<file path="src/rtl/regfile_pkg.sv">
// Shared types and constants for the register-file write arbiter and its MDU result buffer.
package regfile_pkg;

    localparam int ADDR_W = 5;
    localparam int DATA_W = 32;

    localparam logic [ADDR_W-1:0] ZERO_REG = '0;

    typedef struct packed {
        logic [ADDR_W-1:0] rpoint;
        logic [DATA_W-1:0] data;
    } wb_entry_t;

endpackage

</file>
<file path="src/rtl/regfile_wb_fifo.sv">
// Synchronous FIFO of pending MDU writebacks; pushes when full and pops when empty are ignored.
module regfile_wb_fifo
    import regfile_pkg::*;
#(
    parameter int DEPTH = 2
) (
    input  logic      clk,
    input  logic      rst,
    input  logic      push_i,
    input  wb_entry_t push_data_i,
    input  logic      pop_i,
    output wb_entry_t head_o,
    output logic      full_o,
    output logic      empty_o
);

    localparam int PTR_W = (DEPTH > 1) ? $clog2(DEPTH) : 1;
    localparam int CNT_W = $clog2(DEPTH + 1);

    wb_entry_t          mem_q [DEPTH];
    logic [PTR_W-1:0]   rd_ptr_q, rd_ptr_d;
    logic [PTR_W-1:0]   wr_ptr_q, wr_ptr_d;
    logic [CNT_W-1:0]   count_q, count_d;
    logic               do_push, do_pop;

    function automatic logic [PTR_W-1:0] ptr_inc(input logic [PTR_W-1:0] p);
        return (p == PTR_W'(DEPTH - 1)) ? '0 : p + 1'b1;
    endfunction

    assign full_o  = (count_q == CNT_W'(DEPTH));
    assign empty_o = (count_q == '0);
    assign head_o  = mem_q[rd_ptr_q];

    assign do_push = push_i && !full_o;
    assign do_pop  = pop_i && !empty_o;

    always_comb begin
        rd_ptr_d = rd_ptr_q;
        wr_ptr_d = wr_ptr_q;
        count_d  = count_q;
        if (do_push) wr_ptr_d = ptr_inc(wr_ptr_q);
        if (do_pop)  rd_ptr_d = ptr_inc(rd_ptr_q);
        if (do_push && !do_pop) count_d = count_q + 1'b1;
        if (do_pop && !do_push) count_d = count_q - 1'b1;
    end

    always_ff @(posedge clk) begin
        if (rst) begin
            rd_ptr_q <= '0;
            wr_ptr_q <= '0;
            count_q  <= '0;
        end else begin
            rd_ptr_q <= rd_ptr_d;
            wr_ptr_q <= wr_ptr_d;
            count_q  <= count_d;
        end
    end

    // Storage is not reset: an entry is only visible once the count covers it.
    always_ff @(posedge clk) begin
        if (do_push && !rst) mem_q[wr_ptr_q] <= push_data_i;
    end

endmodule

</file>
<file path="src/rtl/regfile_write_arbiter.sv">
// Shares the register-file write port between WB (always first) and buffered MDU results,
// and stalls decode against registers whose MDU result has not yet been written.
module regfile_write_arbiter #(
    parameter int DEPTH  = 2,
    parameter int ADDR_W = 5,
    parameter int DATA_W = 32
) (
    input  logic              clk,
    input  logic              rst,
    input  logic              wbEnable,
    input  logic [ADDR_W-1:0] wbRpoint,
    input  logic [DATA_W-1:0] wbData,
    input  logic              mduValid,
    output logic              mduReady,
    input  logic [ADDR_W-1:0] mduRpoint,
    input  logic [DATA_W-1:0] mduData,
    input  logic              issueValid,
    input  logic              issueIsMdu,
    input  logic [ADDR_W-1:0] R1point,
    input  logic [ADDR_W-1:0] R2point,
    input  logic [ADDR_W-1:0] destRpoint,
    output logic              hazardStall,
    output logic [ADDR_W-1:0] writeRpoint,
    output logic [DATA_W-1:0] writeData,
    output logic              writeEnable,
    output logic [31:0]       pendingMask
);

    import regfile_pkg::*;

    wb_entry_t   push_entry, head;
    logic        full, empty;
    logic        mdu_push, wb_grant, head_is_r0, buf_pop, buf_write, pend_set;
    logic [31:0] pending_q, pending_d;

    assign push_entry = '{rpoint: mduRpoint, data: mduData};
    assign mduReady   = !full && !rst;
    assign mdu_push   = mduValid && mduReady;

    assign wb_grant   = wbEnable && (wbRpoint != ZERO_REG);
    assign head_is_r0 = (head.rpoint == ZERO_REG);
    // An r0 head drains even under WB traffic since it needs no write port.
    assign buf_pop    = !empty && !rst && (!wb_grant || head_is_r0);
    assign buf_write  = buf_pop && !head_is_r0;

    regfile_wb_fifo #(
        .DEPTH (DEPTH)
    ) u_fifo (
        .clk         (clk),
        .rst         (rst),
        .push_i      (mdu_push),
        .push_data_i (push_entry),
        .pop_i       (buf_pop),
        .head_o      (head),
        .full_o      (full),
        .empty_o     (empty)
    );

    always_comb begin
        writeEnable = 1'b0;
        writeRpoint = '0;
        writeData   = '0;
        if (!rst) begin
            if (wb_grant) begin
                writeEnable = 1'b1;
                writeRpoint = wbRpoint;
                writeData   = wbData;
            end else if (buf_write) begin
                writeEnable = 1'b1;
                writeRpoint = head.rpoint;
                writeData   = head.data;
            end
        end
    end

    assign hazardStall = issueValid && !rst &&
                         (pending_q[R1point] | pending_q[R2point] | pending_q[destRpoint]);
    assign pend_set    = issueValid && issueIsMdu && !hazardStall && (destRpoint != ZERO_REG);

    // Set is applied after clear so a same-cycle re-issue to the draining register wins.
    always_comb begin
        pending_d = pending_q;
        if (buf_pop)  pending_d[head.rpoint] = 1'b0;
        if (pend_set) pending_d[destRpoint]  = 1'b1;
        pending_d[0] = 1'b0;
    end

    always_ff @(posedge clk) begin
        if (rst) pending_q <= '0;
        else     pending_q <= pending_d;
    end

    assign pendingMask = pending_q;

endmodule

</file>
<file path="config.mk">
export PLATFORM = sky130hd
export DESIGN_NAME = regfile_write_arbiter
export DESIGN_NICKNAME = d
export VERILOG_FILES = /design/src/rtl/regfile_pkg.sv /design/src/rtl/regfile_wb_fifo.sv /design/src/rtl/regfile_write_arbiter.sv
export SDC_FILE = /design/constraint.sdc
export NUM_CORES = 1
export LEC_CHECK = 0
export BUFFER_PORTS_ARGS = -buffer_cell sky130_fd_sc_hd__buf_4
export CORE_AREA = 2 2 114 116
export DETAILED_ROUTE_END_ITERATION = 8
export DIE_AREA = 0 0 116 118
export PLACE_DENSITY_LB_ADDON = 0.12
export SYNTH_ARGS = -nofsm -noshare
export SYNTH_HDL_FRONTEND = slang
export SYNTH_SLANG_ARGS = --single-unit
</file>
<file path="constraint.sdc">
create_clock -name clk -period 3.35 [get_ports clk]
set_clock_uncertainty 0.1 [all_clocks]
set_input_delay 0.67 -clock clk [delete_from_list [all_inputs] [get_ports clk]]
set_output_delay 0.67 -clock clk [all_outputs]
set_load 0.01 [all_outputs]
</file>
==> results of run 1 <==
-- cell usage in the layout (no fill, tap or decap), types with 7 or more instances in the layout --
| cell type | netlist | final |
|---|---|---|
| mux4_1 | 8 | 7 |
| edfxtp_1 | 74 | 74 |
| nand2_1 | 51 | 51 |
| mux2i_1 | 47 | 47 |
| nor2_1 | 58 | 57 |
| o21ai_1 | 12 | 11 |
| a21oi_1 | 7 | 7 |
| a211oi_1 | 36 | 36 |
| inv_1 | 8 | 8 |
| nor2b_1 | 37 | 37 |
| dfxtp_1 | 36 | 35 |
| nor3_1 | 8 | 8 |
| buf_4 | 2 | 186 |
| clkbuf_16 | 0 | 9 |
| o21ai_0 | 46 | 46 |
| o21ai_2 | 9 | 9 |
-- metrics by stage --
| stage | setup TNS [ps] | total power [mW] |
|---|---|---|
| after floorplan | 0 | 1.84 |
| after global placement | 0 | 2.06 |
| after detailed placement | -8.81 | 2.07 |
| after CTS | 0 | 3.21 |
| after global routing | -31.6 | 3.32 |
| final | 0 | 3.19 |
-- layout make-up --
cell class                      count  area (µm²)
Fill cell                        1055        4690
Sequential cell                   110        2950
Multi-Input combinational cell    395        2770
Timing Repair Buffer              188        1440
Clock buffer                       10         229
Tap cell                          172         215
Clock inverter                      6        92.6
Inverter                            8        30.0
-- flip-flops by register name, indices dropped and copies added (netlist names), named ones only --
name	flops
u_fifo.mem_q	74
pendingMask	31
u_fifo.count_q	2
u_fifo.rd_ptr_q	1
u_fifo.wr_ptr_q	1
-- power by group --
group          internal (mW)  switching (mW)  total (mW)
clock                  0.662           0.484        1.15
combinational          0.236           0.280       0.517
sequential              1.50          0.0263        1.53
-- timing repair --
item	in CTS	in global routing
resized for setup	1	2
setup endpoints to repair	1	19
pin swaps	0	1
hold buffers	0	0
-- layer usage --
metal / part of all wire, % / GRT usage (%)
met5: 0 / 0
met4: 1.7 / 7.29
met3: 7.7 / 5.30
met2: 48 / 38.9
met1: 42 / 31.6
-- path summary, 6_finish.rpt --
kind	from	to	slack (ps)	cells past startpoint
setup / recovery	R2point[1]	hazardStall	20	9
hold / removal	mduData[5]	u_fifo.mem_q[1][5]$_DFFE_PP_	400	1
setup reg to reg	pendingMask[14]$_SDFF_PP0_	pendingMask[11]$_SDFF_PP0_	720	7
hold reg to reg	u_fifo.count_q[1]$_SDFFE_PP0P_	u_fifo.count_q[1]$_SDFFE_PP0P_	430	2
-- worst max-delay path: stages --
cell       delay, ps
buf_4            110
buf_4            140
mux4_1           540
o2111ai_1        140
o41ai_1          170
nor4_4           310
nand4_4          130
and3b_2          220
buf_4            140
-- logic make-up (layout without fill, tap and decap cells) --
group	after synthesis	count (layout)
simple gates	189	189
compound gates	134	134
flops	110	110
mux	66	66
buf+inv	46	212
xor+xnor	4	4
fa+ha+maj	1	1
other cells	1	1
==> results.md, run 1 <==
- Fin crit period: 3330 ps
- Port buffer count: 165
- Synth area leaders: edfxtp_1, dfxtp_1, mux2i_1, a211oi_1, nor2b_1
- Share of flip-flops with an asynchronous set or reset: 0%
- Worst hold slack: 403 ps
- HPWL after DPL: 11800 µm
- Rel. slew slack: 40.5%
- Root buffer cell: clkbuf_16
- H-tree depth: 3
- Post-Place Setup Slack: -8.81 ps
- Num CTS Buffers: 9
- First-pass GRT wire length: 25600 µm
- Clock Latency Late Sink: 350 ps
- Actual slew at the worst max-slew pin: 888 ps
- Bufs on Longest Clock Path: 2
- Register area share after synthesis: 49.8%
- Routed Antenna Nets: 0
- Worst setup margin: 15.7 ps
- Worst Setup Start Kind: input pin
- RSZ-0062 raised after global routing: true
- Top post-synthesis cells by count: edfxtp_1, nor2_1, nand2_1
- Vias per cell: 5.67
- # IOs: 167
- Critical Path RT: 2580 ps
- Final WL: 16200 µm
- Vias in the first global route: 4982
- Area Overhead vs Synth: 30.7%
- Final period utilization: 99.5%
- CP Data Arrival Time: 2560 ps
- Synth Area in Compound Gates: 14.8%
- DR pass1 iterations: 5
- Die footprint: 13700 µm²
- Mean post-synth cell area: 10.7 µm²
- Core Box Area: 12400 µm²
- Antenna Cells: 0
- Most frequent cell after synthesis: edfxtp_1
- Pwr Density: 413 nW/µm²
- Placed Area: 7400 µm²
- Fmax: 0.300 GHz
- Cells after Synth: 551
- Final hold vios: 0
- GRT Resource Usage Total: 23.8%
- Placer congestion estimate: 0.906
- Slew Viols, Final: 0
- Cell taking the most area after synthesis: edfxtp_1
- MaxCap Viol Count: 0
- Synth Warn #: 0
- Crit end category: output port
- Synth top area share: 37.6%
- Share of layout cells above drive strength 1: 32.5%
- Hold WC Path Type: in -> reg
- Chip Height: 118 µm
- Site Rows: 41
- Die Width: 116 µm
- Number of synthesized flops with an enable pin: 74
- Initial antenna violation count: 0
- # nets final: 808
- Post-Place Cells: 873
- Iter 0 DRT Violations: 305
- CTS tree: yes
- Drt wl/cell: 18.2 µm
- Largest family of logic cells by synthesized area: simple AND/OR/NAND/NOR gates
- Final setup fails: 0
- Mux cell area share after synthesis: 14.6%
- Static Leak: 2.96 nW
- Non-Filler Instances: 889
- CP max FO: 4
- Finished Cell Area: 7720 µm²
- Final Util: 62.2%
- XOR/XNOR Fraction of Synth Area: 0.593%
- Status: completed
- Post CTS Setup Buffer Count: 0
- FF+latch count, synth: 110
- Post-route DRC: 0
- Syn Std Cell Area: 5910 µm²
- Clock-pin slew on the worst setup and hold paths: 70 ps
- Crit path kind: in -> out
- Initial core utilization: 47.6%
- Via count: 5039
- Simple-Gate Fraction of Synth Area: 16.3%
- Net Count, Synth: 647
- CTS sink cnt: 110
- GR Overflow Total: 0
- Largest net degree at the start of global routing: 69
- Peak VDD IR: 284 µV
- Main flop type after synthesis: edfxtp_1
- Distinct cell type count after synthesis: 59
- Post-synthesis adder-cell area fraction: 0.212%
No activity file was read; power rests on OpenSTA's default activity.
==> run 2, diff against run 1 <==
- BUFFER_PORTS_ARGS: -buffer_cell sky130_fd_sc_hd__buf_4 -> -buffer_cell sky130_fd_sc_hd__buf_2
==> results.md, run 2 (synthesis results as in run 1) <==
- Critical Path RT: 2580 ps
- HPWL after DPL: 11400 µm
- Fmax: 0.303 GHz
- Buffers & Inverters on Critical Path: 2
- MaxCap Viol Count: 0
- Post-Place Cells: 876
- Bufs on Longest Clock Path: 2
- Num CTS Buffers: 9
- Worst Setup Start Kind: input pin
- # nets final: 814
- Fillers: 1061
- Static Leak: 2.93 nW
- WHS Path Cells: 1
- Initial antenna violation count: 0
- CP max stage delay: 510 ps
- Met3 wire length: 1060 µm
- Post-Place Setup Slack: -39.2 ps
- Area Overhead vs Synth: 25.6%
- Chip Height: 118 µm
- Port buffer count: 165
- Clock Latency Late Sink: 340 ps
- Actual slew at the worst max-slew pin: 876 ps
- Final hold vios: 0
- CP Data Arrival Time: 2530 ps
- Final setup fails: 0
- Rel. slew slack: 41.4%
- CTS sink cnt: 110
- Setup TNS: 0 ps
- Drt wl/cell: 17.4 µm
- Placer congestion estimate: 0.883
- Routed Antenna Nets: 0
- GR Overflow Total: 0
- Reg2reg path depth: 9
- Post-route DRC: 0
- Worst hold slack: 407 ps
- Core Box Area: 12400 µm²
- Placed Area: 7020 µm²
- Share of layout cells above drive strength 1: 33.6%
- Initial core utilization: 47.6%
- First-pass GRT wire length: 24200 µm
- CTS tree: yes
- Vias per cell: 5.56
- Most flops, register: u_fifo.mem_q
- Final WL: 15500 µm
- Fin crit period: 3300 ps
- Finished Cell Area: 7420 µm²
- Largest net degree at the start of global routing: 69
- Met2 WL: 7360 µm
- CP max stage cell: mux4_2
- DR pass1 iterations: 5
- Vias in the first global route: 4784
- CP Cell Sequence: buf_8, mux4_2, and4_4, a2111o_1, nor4_4, nand4_4, and3b_2, buf_6
- Delay-heaviest family, CP: simple AND/OR/NAND/NOR gates
- Iter 0 DRT Violations: 251
- Most common cell after layout, fill and taps aside: buf_2
- Pwr Density: 426 nW/µm²
- Via count: 4977
- # IOs: 167
- Max FFs per register: 74
- Clock-pin slew on the worst setup and hold paths: 80 ps
- Site Rows: 41
- Status: completed
- Crit path kind: in -> out
- Worst setup margin: 49.8 ps
- Peak VDD IR: 302 µV
- Antenna Cells: 0
- GRT Resource Usage Total: 22.6%
- Root buffer cell: clkbuf_16
- H-tree depth: 3
- Hold WC Path Type: in -> reg
- CP max FO: 3
- Die footprint: 13700 µm²
- Crit end category: output port
- Die Width: 116 µm
- Final period utilization: 98.5%
- Non-Filler Instances: 895
- M1 wire length: 6820 µm
- Slew Viols, Final: 0
- RSZ-0062 raised after global routing: true
- Max Used Layer: met4
- Critical Path Stages: 8
- Most frequent cells in the layout: buf_2, edfxtp_1, nor2_1, nand2_1, mux2i_1
## run 2: cell types whose count changed in the layout (fill, tap and decap cells not counted), sizes merged
| cell | delta |
|---|---|
| inv | +1 |
| clkbuf | -1 |
| buf | +6 |
## run 2: cell type report
class / count / area (µm²) / area share (%)
Multi-Input combinational cell: 395 / 2790 / 37.6
Sequential cell: 110 / 2940 / 39.7
Inverter: 8 / 30.0 / 0.405
Clock buffer: 9 / 225 / 3.04
Tap cell: 172 / 215 / 2.90
Timing Repair Buffer: 194 / 1110 / 14.9
Clock inverter: 7 / 104 / 1.40
## run 2: final timing paths
path | to | slack (ps) | from
setup / recovery | hazardStall | 50 | R2point[1]
hold / removal | u_fifo.mem_q[1][5]$_DFFE_PP_ | 410 | mduData[5]
setup reg to reg | pendingMask[13]$_SDFF_PP0_ | 510 | pendingMask[14]$_SDFF_PP0_
hold reg to reg | u_fifo.rd_ptr_q$_SDFFE_PP0P_ | 430 | u_fifo.rd_ptr_q$_SDFFE_PP0P_
## run 2: timing repair
action | 4_1_cts | 5_1_grt
pin swaps | 5 | 4
hold buffers | 0 | 0
gates resized for setup | 6 | 6
cloned | 0 | 0
endpoints found under the setup margin | 1 | 1
buffers inserted | 1 | 2
## run 2: through the flow
| stage | power, mW | utilization (%) |
|---|---|---|
| 2_1_floorplan | 1.84 | - |
| 3_3_place_gp | 2.01 | 56.6 |
| 3_5_place_dp | 2.02 | 56.6 |
| 4_1_cts | 3.18 | 59.4 |
| 5_1_grt | 3.29 | 59.8 |
| 6_report | 3.16 | 59.8 |
## run 2: where the power goes
part	switching [mW]	internal [mW]	leakage, nW	total [mW]
sequential	0.0212	1.50	0.970	1.52
combinational	0.284	0.196	1.80	0.480
clock	0.491	0.667	0.160	1.16
total	0.796	2.36	2.93	3.16
## run 2: per-layer routing
| metal | global-route usage (%) | vias to the layer above |
|---|---|---|
| met5 | 0 | - |
| met4 | 6.85 | 0 |
| met3 | 6.02 | 23 |
| met2 | 35.3 | 189 |
| met1 | 30.8 | 2365 |
| li1 | - | 2400 |
==> run 3, diff against run 2 <==
- CORE_AREA: 2 2 114 116 -> 2 2 115 117
- DIE_AREA: 0 0 116 118 -> 0 0 117 119
- SYNTH_HIERARCHICAL: not set -> 1
==> results.md, run 3 <==
- Drt wl/cell: 19.2 µm
- Final setup fails: 0
- H-tree depth: 3
- Post-route DRC: 0
- Vias per cell: 5.70
- Initial antenna violation count: 1
- Power Total: 3.09 mW
- FF+latch count, synth: 110
- Slew Viols, Final: 0
- Setup TNS: 0 ps
- CTS tree: yes
- Num CTS Buffers: 9
- First-pass GRT wire length: 25600 µm
- Synth area leaders: edfxtp_1, dfxtp_1, mux2_1, nand2_1, mux4_2
- MaxCap Viol Count: 0
- CP max FO: 10
- Placer congestion estimate: 0.913
- Clock Latency Late Sink: 350 ps
- GR Overflow Total: 0
- Net Count, Synth: 633
- Via count: 5120
- Share of flip-flops with an asynchronous set or reset: 0%
- Status: completed
- Site Rows: 42
- CP Data Arrival Time: 2500 ps
- Final Util: 58.5%
- Crit path kind: in -> out
- Chip Height: 119 µm
- Reg-to-reg endpoint: u_fifo/count_q[1]$_SDFFE_PP0P_
- Final hold vios: 0
- Worst Setup Start Kind: input pin
- Pwr Density: 410 nW/µm²
- Number of synthesized flops with an enable pin: 74
- Rel. slew slack: 51.6%
- Most flops, register: u_fifo/mem_q
- Main flop type after synthesis: edfxtp_1
- Fillers: 1095
- Clock-pin slew on the worst setup and hold paths: 70 ps
- Register area share after synthesis: 50.5%
- Cell taking the most area after synthesis: edfxtp_1
- Synth top area share: 38.1%
- Iter 0 DRT Violations: 371
- Hold Crit Endpoint: u_fifo/mem_q[1][0]$_DFFE_PP_
- Reg2reg path depth: 9
- Most frequent cell after synthesis: nand2_1
- Final period utilization: 97.6%
- Synth Warn #: 6
- # IOs: 167
- Routed Antenna Nets: 0
- Syn Std Cell Area: 5830 µm²
- WHS Path Cells: 1
- Post-Place Setup Slack: 32.7 ps
- # nets final: 812
- Die footprint: 13900 µm²
- Actual slew at the worst max-slew pin: 725 ps
- RSZ-0062 raised after global routing: true
- GRT Resource Usage Total: 24.2%
- Post-Place Cells: 865
- Initial core utilization: 45.2%
- Area Overhead vs Synth: 29.3%
- Bufs on Longest Clock Path: 2
- HPWL after DPL: 11800 µm
- Top post-synthesis cells by count: nand2_1, edfxtp_1, a21oi_1
- Fmax: 0.306 GHz
- Worst hold slack: 399 ps
- Critical Path RT: 2580 ps
- Setup slack, reg-to-reg: 550 ps
- Most frequent CP cell: buf_2
- Most common cell after layout, fill and taps aside: buf_2
- Port buffer count: 165
- Finished Cell Area: 7530 µm²
- Largest net degree at the start of global routing: 38
- Fin crit period: 3270 ps
- CP Cell Sequence: buf_2, mux2_2, a221oi_1, o21ai_0, a211oi_2, nand3_2, o211a_1, buf_2
- Peak VDD IR: 249 µV
- Core Box Area: 12900 µm²
- Distinct cell type count after synthesis: 56
- Mean post-synth cell area: 10.8 µm²
- Cells after Synth: 537
- Hold WC Path Type: in -> reg
- Final WL: 17200 µm
- Share of layout cells above drive strength 1: 37.7%
- Worst setup margin: 81.3 ps
- Static Leak: 3.03 nW
- Non-Filler Instances: 898
- DR pass1 iterations: 5
- Root buffer cell: clkbuf_16
- CP max stage cell: mux2_2
- Max FFs per register: 74
- Placed Area: 6960 µm²
- CTS sink cnt: 110
- Most frequent cells in the layout: buf_2, nand2_1, edfxtp_1, a21oi_1, buf_4
- Die Width: 117 µm
- CP max stage delay: 360 ps
- Vias in the first global route: 4841
- Hold Startpoint: mduData[0]
- Crit end category: output port
-- run 3: cell count changes after synthesis, sizes merged, moves of 25 or more --
cell	previous run	this run
a211oi	36	3
nand2	51	90
mux2i	47	11
a21oi	7	44
nor2	58	16
mux2	6	43
o21ai	67	10
nor2b	37	12
-- run 3: cell families (layout without fill, tap and decap cells) --
family	after synthesis	in the layout	synth area share [%]
AOI/OAI and AO/OA	131	131	15.4
adders and majority gates	1	1	0.215
other	1	2	0.0644
DFF	110	110	50.5
xor gates and xnor gates	3	3	0.451
buffers and inverters	47	231	3.48
and+or+nand+nor	177	177	14.6
muxes	67	67	15.2
-- run 3: worst max-delay path by stage --
| stage | slack [ps] | startpoint | end |
|---|---|---|---|
| 5_1_grt | -3 | flip-flop | writeData[7] |
| 6_report | 80 | R1point[2] | hazardStall |
| 4_1_cts | 2 | flip-flop | writeData[0] |
| 2_1_floorplan | -90 | flip-flop | writeData[10] |
| 3_3_place_gp | 50 | R2point[1] | hazardStall |
| 3_5_place_dp | 30 | R2point[1] | hazardStall |
-- run 3: final cells by class --
type | instances | area (µm²) | share of cell area (%)
inverters | 6 | 22.5 | 0.299
diodes | 1 | 2.50 | 0.0332
flip-flops and latches | 110 | 2950 | 39.1
well taps | 176 | 220 | 2.92
multi-input cells | 380 | 2750 | 36.6
repair buffers | 209 | 1250 | 16.6
clock buffers | 11 | 243 | 3.22
clock inverters | 5 | 88.8 | 1.18
-- run 3: what timing repair did --
item / 4_1_cts / 5_1_grt
cloned: 1 / 3
setup buffers: 2 / 11
gates resized for setup: 12 / 12
endpoints found under the setup margin: 35 / 36
hold buffers: 0 / 0
pin swaps: 1 / 6
-- run 3: routing by layer --
metal / share of wire, % / vias to the layer above / global-route usage [%]
met3: 7.0 / 41 / 5.04
met4: 2.8 / 0 / 10.2
met1: 43 / 2458 / 32.5
li1: - / 2397 / -
met5: 0 / - / 0
met2: 47 / 224 / 38.0
-- run 3: critical path, delay by kind of cell --
kind | cells | cell delay, ps
AOI/OAI and AO/OA | 4 | 980
and+or+nand+nor | 1 | 140
muxes | 1 | 360
buffers and inverters | 2 | 350
-- run 3: power by group --
group / leakage [nW] / total (mW) / switching [mW] / internal, mW
logic: 1.90 / 0.425 / 0.241 / 0.184
clock network: 0.162 / 1.18 / 0.493 / 0.686
registers: 0.963 / 1.49 / 0.0121 / 1.47
